File: src/rtl/mux_rr_arbiter.sv
// Round-robin owner of a shared 4:1 mux: grants one requester at a time and
// inserts one enable-low GAP cycle at every change of owner.
module mux_rr_arbiter #(
    parameter int MAX_HOLD = 8,
    parameter int CW       = 4
) (
    input  logic          clk,
    input  logic          rst,
    input  logic [3:0]    req,
    output logic [3:0]    gnt,
    output logic [1:0]    se,
    output logic          en,
    output logic          busy,
    output logic [CW-1:0] hold_cnt
);

    typedef enum logic [1:0] {
        S_IDLE = 2'd0,
        S_BUSY = 2'd1,
        S_GAP  = 2'd2
    } state_t;

    localparam logic [CW-1:0] HOLD_SAT = '1;
    localparam logic [CW-1:0] HOLD_LIM = CW'(MAX_HOLD);
    localparam logic [CW-1:0] HOLD_ONE = CW'(1);

    state_t        state_q, state_d;
    logic [1:0]    ptr_q, ptr_d;
    logic [3:0]    gnt_q, gnt_d;
    logic [1:0]    se_q, se_d;
    logic          en_q, en_d;
    logic          busy_q, busy_d;
    logic [CW-1:0] hold_q, hold_d;

    logic [1:0]    win;
    logic          any_req;
    logic          owner_req;
    logic          others_pending;
    logic          preempt;
    logic          release_owner;

    // Rotating priority search starting at ptr, wrapping 3 -> 0.
    always_comb begin
        logic       found;
        logic [1:0] idx;
        win   = ptr_q;
        found = 1'b0;
        for (int k = 0; k < 4; k++) begin
            idx = ptr_q + 2'(k);
            if (!found && req[idx]) begin
                win   = idx;
                found = 1'b1;
            end
        end
    end

    assign any_req        = |req;
    assign owner_req      = req[se_q];
    assign others_pending = |(req & ~gnt_q);
    assign preempt        = (MAX_HOLD != 0) && (hold_q == HOLD_LIM) && others_pending;
    // An owner dropping its request and a preemption both end the same way.
    assign release_owner  = !owner_req || preempt;

    always_comb begin
        state_d = state_q;
        ptr_d   = ptr_q;
        gnt_d   = gnt_q;
        se_d    = se_q;
        en_d    = en_q;
        hold_d  = hold_q;
        case (state_q)
            S_IDLE, S_GAP: begin
                if (any_req) begin
                    state_d = S_BUSY;
                    gnt_d   = 4'(1) << win;
                    se_d    = win;
                    en_d    = 1'b1;
                    hold_d  = HOLD_ONE;
                end else begin
                    state_d = S_IDLE;
                    gnt_d   = '0;
                    en_d    = 1'b0;
                    hold_d  = '0;
                end
            end
            S_BUSY: begin
                if (release_owner) begin
                    state_d = S_GAP;
                    gnt_d   = '0;
                    en_d    = 1'b0;
                    hold_d  = '0;
                    ptr_d   = se_q + 2'd1;
                end else if (hold_q != HOLD_SAT) begin
                    hold_d  = hold_q + HOLD_ONE;
                end
            end
            default: begin
                state_d = S_IDLE;
                gnt_d   = '0;
                en_d    = 1'b0;
                hold_d  = '0;
            end
        endcase
        busy_d = (state_d != S_IDLE);
    end

    always_ff @(posedge clk or posedge rst) begin
        if (rst) begin
            state_q <= S_IDLE;
            ptr_q   <= '0;
            gnt_q   <= '0;
            se_q    <= '0;
            en_q    <= 1'b0;
            busy_q  <= 1'b0;
            hold_q  <= '0;
        end else begin
            state_q <= state_d;
            ptr_q   <= ptr_d;
            gnt_q   <= gnt_d;
            se_q    <= se_d;
            en_q    <= en_d;
            busy_q  <= busy_d;
            hold_q  <= hold_d;
        end
    end

    assign gnt      = gnt_q;
    assign se       = se_q;
    assign en       = en_q;
    assign busy     = busy_q;
    assign hold_cnt = hold_q;

endmodule

File: config.mk
export PLATFORM = sky130hd
export DESIGN_NAME = mux_rr_arbiter
export DESIGN_NICKNAME = d
export VERILOG_FILES = /design/src/rtl/mux_rr_arbiter.sv
export SDC_FILE = /design/constraint.sdc
export NUM_CORES = 1
export LEC_CHECK = 0
export BUFFER_PORTS_ARGS = -buffer_cell sky130_fd_sc_hd__buf_2
export CAP_MARGIN = 0
export CORE_MARGIN = 4
export CORE_UTILIZATION = 57
export DETAILED_ROUTE_END_ITERATION = 8
export PLACE_DENSITY = 0.8
export SLEW_MARGIN = 20
export SYNTH_ARGS = -nofsm -noshare
export SYNTH_HDL_FRONTEND = slang
export SYNTH_SLANG_ARGS = --single-unit
File: constraint.sdc
create_clock -name clk -period 3.91 [get_ports clk]
set_clock_uncertainty 0.05 [all_clocks]
set_input_delay 0.1955 -clock clk [delete_from_list [all_inputs] [get_ports clk]]
set_output_delay 0.1955 -clock clk [all_outputs]
set_load 0.03 [all_outputs]
==> reports/metrics.cfg <==
[outcome]
status=complete, no violations

[layout]
final_cell_area_mm2=0.00106
fillerInstances=126
final-seq-area_um2=400
multiInputGateArea_um2=485
antenna_cells=0
drive_gt1_share_pct=30.9
syn_to_final_growth_pct=16.6
nets=119

[sta]
finalCritPeriodShare_pct=41.4
setup_tns_ps=0
slew_headroom_pct=59.8
max_freq_ghz=0.618
maxSlewViolCount=0
setup_viol=0
hold_viol_final=0
period_minus_slack_ps=1620
worst_slew_pin_slew_ps=602
rsz0062_at_grt=no
fin_hold_ws_ps=351

[setup_path]
arrival_ps=1740
required_ps=4040
rr_startpoint=se[0]
cp-end-kind=flop
max_stage_delay_ps=580
reg2reg_slack_ps=2290
crit_fanout=7
crit_chain=mux4_2 > o311a_4 > a22o_1
worstRegToRegCells=3
startpoint=se[0]
reg2reg_to=gnt[2]
critical_path.startpoint_type=flop
critPathSlowestCell=mux4_2
critPathKind=flop to flop

[yosys]
synth_seq_cells=16
netlist_top_cells_count=16 x dfrtp_1, 12 x nand2_1, 8 x nor2_1
syn_area_um2=912
synth_area_leaders=dfrtp_1 44%, nand2_1 4.9%, a21oi_1 3.3%, mux2i_1 3.3%, o21ai_0 3.3%
synthArstFlopShare_pct=100
postSynthCellCount=88
netlist-cell-type-count=30
yosysSeqAreaShare_pct=43.9
ys_warn_count=0
synth_top_area_cell=dfrtp_1
synth_edf_count=0
synthFlopType=dfrtp_1
syn_nets=96
avgSynthCellArea_um2=10.4
synth_top_cell_area_share_pct=43.9
synth_most_common_cell=dfrtp_1

[clocking]
clock_latency_ps=280
path_clk_slew_ps=90
h-tree-depth=1
root_buffer=clkbuf_4
post_cts_resize_count=0
clock_path_buffers=2
cts_tree=done
numCtsBuffers=3
cts_sinks=16

[power]
leakage_nw=0.533
peakVddDrop_mv=0.554
power_per_cell_area_mw_per_mm2=823

[global_routing]
grt_pass1_vias=655
busiest_layer=met1
grt_antenna_before_repair=0
grt_pass1_wl_um=2950
grt_use_met2_pct=26.9
grt_start_max_net_pins=17
grt-ovfl-total=0
global_route.usage.total_pct=18.7
met1_usage_pct=27.1
use_met3_pct=4.14

[die]
rows=14
start_util_pct=60.5
die_w_um=48
pin_count=18
fp.dieH_um=48
die_area_mm2=0.00230
core_area_mm2=0.00151

[route]
vias=724
drt_iter0_drc=11
routedWlPerCell_um=15.0
postRouteWirelength_um=1890
antenna_left=0
first_pass_iters=4
routed_via_density=5.75
drc=0

[flow_run]
drv_cap=0

[min_path]
worst_hold_path_type=input pin to flop
holdPathEnd=gnt[1]
holdCritStartpoint=req[3]
whs_path_depth=3

[placed_design]
port_buffers=17
hpwl_um=1490
gp_congestion=0.782
placed_area_mm2=0.00102

==> cells by family after synthesis <==
logic type / count (synthesis) / share of synthesized area [%]
simple gates: 33 / 19.6
compound gates: 25 / 24.1
flops: 16 / 43.9
buf+inv: 7 / 2.88
mux: 4 / 5.76
fa+ha+maj: 2 / 2.74
xor+xnor: 1 / 0.960
==> metrics by stage <==
stage          power, mW  std cells  util, %  worst slack (ps)
5_1_grt            0.937        126     70.6              2250
3_5_place_dp       0.772        121     67.5              2310
4_1_cts            0.882        126     70.6              2290
6_report           0.875        126     70.6              2290
2_1_floorplan      0.650         88        -              2180
3_3_place_gp       0.754        121     67.5              2360
==> critical path, delay by kind of cell (launching register included) <==
family | cells | cell delay, ps
flops | 1 | 460
mux | 1 | 580
compound gates | 2 | 420
==> timing repair <==
item | in CTS | in global routing
endpoints found under the hold margin | 16 | 0
setup buffers | 0 | 0
hold buffers | 1 | 0
==> how the worst max path moves through the flow <==
stage and to:
3_3_place_gp gnt[0], 2_1_floorplan gnt[0], 3_5_place_dp gnt[2], 4_1_cts gnt[2], 5_1_grt gnt[2], 6_report gnt[2]
==> routing by layer <==
metal / routed length, um / vias up
li1: - / 358
met5: 0 / -
met2: 887 / 14
met1: 907 / 348
met3: 69 / 4
met4: 25 / 0
==> state kept, by name (all words and copies together) (netlist names) <==
signal and flops:
gnt 4, hold_cnt 4, ptr_q 2, se 2
state_q 2, busy 1, en 1
==> area by class of cell <==
class                   count  share of cell area (%)
multi-input cells          65                    45.6
well taps                  16                    1.88
inverters                   7                    2.47
repair buffers             18                    8.94
clock buffers               4                    3.41
flip-flops and latches     16                    37.6
==> power by group <==
| part | internal, mW | leakage (nW) | switching [mW] |
|---|---|---|---|
| combinational | 0.166 | 0.311 | 0.288 |
| clock | 0.0566 | 0.0210 | 0.0517 |
| sequential | 0.235 | 0.201 | 0.0778 |
| total | 0.458 | 0.533 | 0.417 |
==> placed cells by master, fill, tap and decap left out, types with 2 or more instances in the layout <==
master and instances:
a21oi_1 6, a21oi_2 2, a22o_1 2, and2b_2 2
buf_2 17, clkbuf_4 3, dfrtp_1 16, ha_1 2
inv_1 7, mux2i_1 3, nand2_1 12, nand3_1 2
nor2_1 8, nor2b_4 2, nor3_1 2, o21ai_0 6
(Power assumes the default switching activity.)
